`src/rtl/m_timer_display_if.sv`:
```
// Kitchen-timer display bus: BCD time and control in, display drive out.
// Ports: min, sec, mode, time_end, ack_btn, blank_en -> seg, dig, buzzer.
interface m_timer_display_if;

    logic [7:0] min;
    logic [7:0] sec;
    logic       mode;
    logic       time_end;
    logic       ack_btn;
    logic       blank_en;
    logic [7:0] seg;
    logic [3:0] dig;
    logic       buzzer;

    modport master (
        output min,
        output sec,
        output mode,
        output time_end,
        output ack_btn,
        output blank_en,
        input  seg,
        input  dig,
        input  buzzer
    );

    modport slave (
        input  min,
        input  sec,
        input  mode,
        input  time_end,
        input  ack_btn,
        input  blank_en,
        output seg,
        output dig,
        output buzzer
    );

endinterface

```
`src/rtl/m_timer_display.sv`:
```
// Display/alarm back end: 4-digit muxed 7-seg with blinking colon,
// flashing display and gated buzzer tone on timer expiry.
// Ports: clk, rst_n (sync, active-low), bus (slave): min/sec/mode/
// time_end/ack_btn/blank_en in, seg {dp,g..a}/dig/buzzer out.
module m_timer_display #(
    parameter int SCAN_DIV       = 50000,
    parameter int BLINK_DIV      = 12500000,
    parameter int TONE_DIV       = 12500,
    parameter int ALARM_BEATS    = 20,
    parameter int SEG_ACTIVE_LOW = 1,
    parameter int DIG_ACTIVE_LOW = 1
) (
    input  logic                clk,
    input  logic                rst_n,
    m_timer_display_if.slave    bus
);

    localparam int SW = (SCAN_DIV > 1) ? $clog2(SCAN_DIV) : 1;
    localparam int BW = (BLINK_DIV > 1) ? $clog2(BLINK_DIV) : 1;
    localparam int TW = (TONE_DIV > 1) ? $clog2(TONE_DIV) : 1;
    localparam int AW = $clog2(ALARM_BEATS + 1);

    localparam logic [SW-1:0] SCAN_TC  = SW'(SCAN_DIV - 1);
    localparam logic [BW-1:0] BLINK_TC = BW'(BLINK_DIV - 1);
    localparam logic [TW-1:0] TONE_TC  = TW'(TONE_DIV - 1);
    localparam logic [AW-1:0] BEAT_MAX = AW'(ALARM_BEATS);

    // XOR masks: internal active-high value ^ mask = pin level.
    localparam logic [7:0] SEG_OFF =
        (SEG_ACTIVE_LOW != 0) ? 8'hFF : 8'h00;
    localparam logic [3:0] DIG_OFF =
        (DIG_ACTIVE_LOW != 0) ? 4'hF : 4'h0;

    typedef enum logic [1:0] {
        IDLE,
        ALARM,
        SILENCED
    } state_t;

    state_t state;
    state_t state_nx;

    logic [1:0] mode_sy;
    logic [2:0] te_sy;
    logic [2:0] ack_sy;
    logic [1:0] warm;

    logic mode_s;
    logic te_s;
    logic te_rise;
    logic ack_rise;
    logic warm_done;

    logic [SW-1:0] scan_cnt;
    logic [1:0]    idx;
    logic [7:0]    min_h;
    logic [7:0]    sec_h;

    logic [BW-1:0] blink_cnt;
    logic [BW-1:0] blink_cnt_nx;
    logic          phase;
    logic          phase_nx;
    logic          enter_alarm;

    logic [AW-1:0] beat;
    logic [TW-1:0] tone_cnt;

    logic [3:0] digit;
    logic [7:0] seg_int;
    logic [3:0] dig_int;

    logic [7:0] seg_q;
    logic [3:0] dig_q;
    logic       buzzer_q;

    function automatic logic [6:0] bcd_to_seg(input logic [3:0] d);
        logic [6:0] s;
        case (d)
            4'd0:    s = 7'h3F;
            4'd1:    s = 7'h06;
            4'd2:    s = 7'h5B;
            4'd3:    s = 7'h4F;
            4'd4:    s = 7'h66;
            4'd5:    s = 7'h6D;
            4'd6:    s = 7'h7D;
            4'd7:    s = 7'h07;
            4'd8:    s = 7'h7F;
            4'd9:    s = 7'h6F;
            default: s = 7'h40;
        endcase
        return s;
    endfunction

    // Synchronisers. After reset the edge detectors stay masked until
    // the third stage holds a real sample, so an input that was already
    // high during reset is not mistaken for a fresh rising edge.
    always_ff @(posedge clk) begin
        if (!rst_n) begin
            mode_sy <= '0;
            te_sy   <= '0;
            ack_sy  <= '0;
            warm    <= '0;
        end else begin
            mode_sy <= {mode_sy[0], bus.mode};
            te_sy   <= {te_sy[1:0], bus.time_end};
            ack_sy  <= {ack_sy[1:0], bus.ack_btn};
            if (!warm_done) begin
                warm <= warm + 2'd1;
            end
        end
    end

    assign warm_done = (warm == 2'd3);
    assign mode_s    = mode_sy[1];
    assign te_s      = te_sy[1];
    assign te_rise   = warm_done && te_sy[1] && !te_sy[2];
    assign ack_rise  = warm_done && ack_sy[1] && !ack_sy[2];

    // Digit scan and time sample
    always_ff @(posedge clk) begin
        if (!rst_n) begin
            scan_cnt <= '0;
            idx      <= '0;
            min_h    <= '0;
            sec_h    <= '0;
        end else if (scan_cnt == SCAN_TC) begin
            scan_cnt <= '0;
            idx      <= idx + 2'd1;
            min_h    <= bus.min;
            sec_h    <= bus.sec;
        end else begin
            scan_cnt <= scan_cnt + SW'(1);
        end
    end

    // State machine
    always_ff @(posedge clk) begin
        if (!rst_n) begin
            state <= IDLE;
        end else begin
            state <= state_nx;
        end
    end

    // An ack edge coinciding with entry is simply not looked at in IDLE.
    always_comb begin
        state_nx = state;
        unique case (1'b1)
            state == IDLE: begin
                if (te_rise && mode_s) begin
                    state_nx = ALARM;
                end
            end
            state == ALARM: begin
                if (!te_s || !mode_s) begin
                    state_nx = IDLE;
                end else if (ack_rise || beat == BEAT_MAX) begin
                    state_nx = SILENCED;
                end
            end
            state == SILENCED: begin
                if (!te_s || !mode_s) begin
                    state_nx = IDLE;
                end
            end
            default: state_nx = IDLE;
        endcase
    end

    assign enter_alarm = (state == IDLE) && (state_nx == ALARM);

    // Blink: free-running, restarted in the lit half on alarm entry.
    always_comb begin
        blink_cnt_nx = blink_cnt + BW'(1);
        phase_nx     = phase;
        if (enter_alarm) begin
            blink_cnt_nx = '0;
            phase_nx     = 1'b1;
        end else if (blink_cnt == BLINK_TC) begin
            blink_cnt_nx = '0;
            phase_nx     = ~phase;
        end
    end

    always_ff @(posedge clk) begin
        if (!rst_n) begin
            blink_cnt <= '0;
            phase     <= 1'b1;
        end else begin
            blink_cnt <= blink_cnt_nx;
            phase     <= phase_nx;
        end
    end

    // Beats: completed blink periods spent in ALARM.
    always_ff @(posedge clk) begin
        if (!rst_n) begin
            beat <= '0;
        end else if (state != ALARM) begin
            beat <= '0;
        end else if (!phase && phase_nx && beat != BEAT_MAX) begin
            beat <= beat + AW'(1);
        end
    end

    // Tone runs only through lit halves that stay in ALARM; buzzer is
    // forced low on the same edge the alarm ends or the display dims.
    always_ff @(posedge clk) begin
        if (!rst_n) begin
            tone_cnt <= '0;
            buzzer_q <= 1'b0;
        end else if (state == ALARM && state_nx == ALARM &&
                     phase && phase_nx) begin
            if (tone_cnt == TONE_TC) begin
                tone_cnt <= '0;
                buzzer_q <= ~buzzer_q;
            end else begin
                tone_cnt <= tone_cnt + TW'(1);
            end
        end else begin
            tone_cnt <= '0;
            buzzer_q <= 1'b0;
        end
    end

    // Display content
    always_comb begin
        digit = 4'h0;
        unique case (idx)
            2'd0: digit = sec_h[3:0];
            2'd1: digit = sec_h[7:4];
            2'd2: digit = min_h[3:0];
            2'd3: digit = min_h[7:4];
        endcase
        if (state == SILENCED) begin
            digit = 4'h0;
        end

        seg_int = {1'b0, bcd_to_seg(digit)};

        // Blank the segments only; the digit slot stays lit in time.
        if (idx == 2'd3 && bus.blank_en && min_h[7:4] == 4'h0 &&
            state != SILENCED) begin
            seg_int[6:0] = 7'h00;
        end

        if (idx == 2'd2) begin
            seg_int[7] = (!mode_s || state != IDLE) ? 1'b1 : phase;
        end

        dig_int = 4'b0001 << idx;
        if (state == ALARM && !phase) begin
            dig_int = 4'b0000;
        end
    end

    always_ff @(posedge clk) begin
        if (!rst_n) begin
            seg_q <= SEG_OFF;
            dig_q <= DIG_OFF;
        end else begin
            seg_q <= seg_int ^ SEG_OFF;
            dig_q <= dig_int ^ DIG_OFF;
        end
    end

    assign bus.seg    = seg_q;
    assign bus.dig    = dig_q;
    assign bus.buzzer = buzzer_q;

endmodule

```
`src/flat_wrapper.sv`:
```
// flat-port wrapper written by rule: the top's interface ports become plain ports
module m_timer_display_flat 
#(
    parameter int SCAN_DIV       = 50000,
    parameter int BLINK_DIV      = 12500000,
    parameter int TONE_DIV       = 12500,
    parameter int ALARM_BEATS    = 20,
    parameter int SEG_ACTIVE_LOW = 1,
    parameter int DIG_ACTIVE_LOW = 1
)
  (clk, rst_n, bus_min, bus_sec, bus_mode, bus_time_end, bus_ack_btn, bus_blank_en, bus_seg, bus_dig, bus_buzzer);
  m_timer_display_if bus_i ();
  input  logic clk;
  input  logic rst_n;
  input wire logic [$bits(bus_i.min)-1:0] bus_min;
  input wire logic [$bits(bus_i.sec)-1:0] bus_sec;
  input wire logic [$bits(bus_i.mode)-1:0] bus_mode;
  input wire logic [$bits(bus_i.time_end)-1:0] bus_time_end;
  input wire logic [$bits(bus_i.ack_btn)-1:0] bus_ack_btn;
  input wire logic [$bits(bus_i.blank_en)-1:0] bus_blank_en;
  output wire logic [$bits(bus_i.seg)-1:0] bus_seg;
  output wire logic [$bits(bus_i.dig)-1:0] bus_dig;
  output wire logic [$bits(bus_i.buzzer)-1:0] bus_buzzer;
  assign bus_i.min = bus_min;
  assign bus_i.sec = bus_sec;
  assign bus_i.mode = bus_mode;
  assign bus_i.time_end = bus_time_end;
  assign bus_i.ack_btn = bus_ack_btn;
  assign bus_i.blank_en = bus_blank_en;
  assign bus_seg = bus_i.seg;
  assign bus_dig = bus_i.dig;
  assign bus_buzzer = bus_i.buzzer;
  m_timer_display #(.SCAN_DIV(SCAN_DIV), .BLINK_DIV(BLINK_DIV), .TONE_DIV(TONE_DIV), .ALARM_BEATS(ALARM_BEATS), .SEG_ACTIVE_LOW(SEG_ACTIVE_LOW), .DIG_ACTIVE_LOW(DIG_ACTIVE_LOW)) u_core (.clk(clk), .rst_n(rst_n), .bus(bus_i));
endmodule
```
`config.mk`:
```
export PLATFORM = sky130hd
export DESIGN_NAME = m_timer_display_flat
export DESIGN_NICKNAME = d
export VERILOG_FILES = /design/src/rtl/m_timer_display_if.sv /design/src/rtl/m_timer_display.sv /design/src/flat_wrapper.sv
export SDC_FILE = /design/constraint.sdc
export NUM_CORES = 1
export LEC_CHECK = 0
export CORE_ASPECT_RATIO = 0.75
export CORE_MARGIN = 3
export CORE_UTILIZATION = 32
export CTS_CLUSTER_DIAMETER = 60
export DETAILED_ROUTE_END_ITERATION = 10
export PLACE_DENSITY_LB_ADDON = 0.08
export REMOVE_ABC_BUFFERS = 1
export SYNTH_ARGS = -nofsm -noshare
export SYNTH_HDL_FRONTEND = slang
export SYNTH_SLANG_ARGS = --single-unit
```
`constraint.sdc`:
```
create_clock -name clk -period 5.2 [get_ports clk]
set_input_delay 1.04 -clock clk [delete_from_list [all_inputs] [get_ports clk]]
set_output_delay 1.04 -clock clk [all_outputs]
set_load 0.005 [all_outputs]
```
==> results by group <==
Synth
  • Yosys reg bits: 103
  • Most used DFF post-synth: dfxtp_1
  • EDFF count, synth: 0
  • Distinct cells, synth: 43
  • Synthesis warning total: 0
  • Syn Inst Count: 481
  • Synthesized area: 0.00445 mm²
  • Seq/Total Area, Yosys: 0.464
  • Syn Area/Cell: 9.25 µm²
  • Ys async rst share: 0

Detailed routing
  • Post-route ant nets: 0
  • Detailed Route WL: 8.63 mm
  • Initial drt markers: 157
  • DR WL/cell: 12.5 µm
  • Residual DRC count: 0
  • DR vias: 3246
  • Vias per cell: 4.70
  • Drt first pass iters: 4

Setup path
  • CP Class: input pin to flip-flop
  • Worst endpoint data arrival time: 2980 ps
  • CP endpoint kind: flip-flop
  • Critical Path RT: 5470 ps
  • Worst path slowest cell: clkdlybuf4s50_1
  • Slowest stage delay, CP: 450 ps
  • Cells on worst reg2reg path: 9
  • Critical path cell sequence: clkdlybuf4s50_1, buf_4, nand3_1, nor4_1, o31ai_1, nand2b_1, nor2_1
  • Largest fanout on the critical path: 37
  • Nature of the critical path startpoint: input pin

Timing
  • Period utilization: 0.522
  • Final-report hold violation count: 0
  • Normalized max-slew margin: 0.374
  • Slew Viols, Final: 0
  • RSZ-0062 raised after global routing: no
  • Worst-Margin Slew: 936 ps
  • Setup Total Neg Slack: 0 ps
  • Hold WS: 436 ps
  • Max frequency: 368 MHz
  • Min Tclk post-route: 2720 ps
  • Clock skew: 9.65 ps
  • Finish-stage setup viols: 0

Worst hold path
  • Hold Crit Class: flip-flop to flip-flop
  • Worst Hold Depth: 1

Layout
  • Layout area overhead: 19.0%
  • Layout cells sized above 1: 0.0577
  • Final #Nets: 553
  • Fill cells: 1328
  • Layout Utilization: 0.398
  • # diodes: 0

Floorplan
  • I/O Pins: 35
  • Die Width: 142 µm
  • # rows: 36
  • Initial core utilization: 0.335
  • Die area: 0.0154 mm²
  • Die Y: 108 µm
  • Core box area: 0.0133 mm²

Global route
  • Initial antenna violation count: 0
  • Largest net degree at the start of global routing: 38
  • Vias in the first global route: 2977
  • First-pass GRT wire length: 14.4 mm
  • Remaining Overflow, GRT: 0
  • GRT Total Usage: 0.115

Run
  • Max-Cap Viols: 0

Power
  • Cell Pwr Density: 303 mW/mm²
  • Leakage: 0.00197 µW
  • Maximum vdd drop: 0.173 mV
  • Power Total: 1600 µW

Clock network
  • Clock slew at reported path FFs: 70 ps
  • Root buffer cell: clkbuf_16
  • Hold buffers post-CTS: 0
  • CTS H-tree depth: 3
  • Sink Count: 103
  • Max Buffers Root-to-Sink: 2
  • Clock latency on the worst-skew pair: 340 ps
  • Setup bufs post-CTS: 0
  • TritonCTS clock tree: yes
  • CTS resizes: 0
  • Total CTS buffers: 9

Run status
  • Status: finished, final reports clean

Placement
  • GPL Wtd Cong: 0.766
  • HPWL Detailed: 6.18 mm
  • Port bufs: 34
registers in the layout (all words and copies together), names as in the netlist, 3 cells and up:
register          count
u_core.te_sy          3
u_core.sec_h          8
u_core.beat           5
u_core.tone_cnt      14
u_core.scan_cnt      16
u_core.bus.seg        8
u_core.min_h          8
u_core.ack_sy         3
u_core.blink_cnt     24
u_core.bus.dig        4
critical path: cells and delay by family:
| kind | cells | cell delay (ps) |
|---|---|---|
| simple gates | 4 | 1040 |
| compound gates | 1 | 140 |
| buf+inv | 2 | 760 |
Yosys cell counts, types with 8 or more instances:
library cell | count | area [µm²]
dfxtp_1 | 103 | 2060
nor2_1 | 68 | 255
nand2_1 | 33 | 124
xnor2_1 | 33 | 289
nand3_1 | 29 | 145
nor2b_1 | 23 | 144
xor2_1 | 19 | 166
inv_1 | 18 | 67.6
mux2i_1 | 18 | 180
ha_1 | 16 | 200
nand4_1 | 11 | 68.8
and2_1 | 10 | 62.6
nor3_1 | 9 | 45.0
and3_1 | 8 | 50.1
report_power, final:
group / internal [µW] / total, µW / switching [µW] / leakage, µW
clock network: 439 / 739 / 300 / 0.000163
logic: 34.4 / 57.5 / 23.1 / 0.000972
registers: 801 / 808 / 6.87 / 0.000836
per-stage QoR:
stage | area (µm²) | cells | setup WS (ps)
final | 5290 | 691 | 2480
after global routing | 5290 | 691 | 2200
after CTS | 5290 | 691 | 2450
after detailed placement | 4960 | 675 | 2090
after global placement | 4960 | 675 | 2150
after floorplan | 4390 | 468 | 2800
area by class of cell:
cell class | count | area [µm²] | share of cell area
multi-input combinational | 347 | 2260 | 0.428
sequential | 103 | 2060 | 0.390
timing repair buffer | 36 | 355 | 0.0672
clock buffer | 10 | 239 | 0.0452
tap | 171 | 214 | 0.0404
clock inverter | 6 | 91.3 | 0.0173
inverter | 18 | 67.6 | 0.0128
cells by family after synthesis:
family          count (synthesis)  synth area share
xor+xnor                       52             0.102
mux                            20            0.0456
compound gates                 31            0.0484
flops                         103             0.464
simple gates                  228             0.267
buf+inv                        31            0.0278
fa+ha+maj                      16            0.0450
layout by cell type (no fill, tap or decap), drive strengths merged, types with 5 or more instances in the layout:
cell type	n
xor2	19
clkdlybuf4s50	34
nor3	9
nand2	33
and3	8
and2	10
and4	7
nand2b	5
a21oi	7
nor2b	23
nor2	68
nand3	29
inv	20
ha	16
nand4	11
xnor2	33
clkbuf	10
dfxtp	103
o21ai	7
nor4	8
mux2i	18
layer usage:
layer,part of all wire,global-route usage,up-vias
met5,0,0,-
met4,0.0083,0.0308,0
met3,0.033,0.0318,8
met2,0.40,0.157,40
met1,0.56,0.175,1497
li1,-,-,1701
worst paths after layout:
kind	from	endpoint	slack, ps
setup / recovery	rst_n	u_core.tone_cnt[6]$_SDFF_PP0_	2480
hold / removal	u_core.mode_sy[0]$_SDFF_PN0_	u_core.mode_sy[1]$_SDFF_PN0_	440
setup reg to reg	u_core.idx[0]$_SDFFE_PN0P_	u_core.bus.seg[6]$_SDFF_PN1_	2760
hold reg to reg	u_core.mode_sy[0]$_SDFF_PN0_	u_core.mode_sy[1]$_SDFF_PN0_	440
Note: power is estimated with default switching activity, not from simulation.
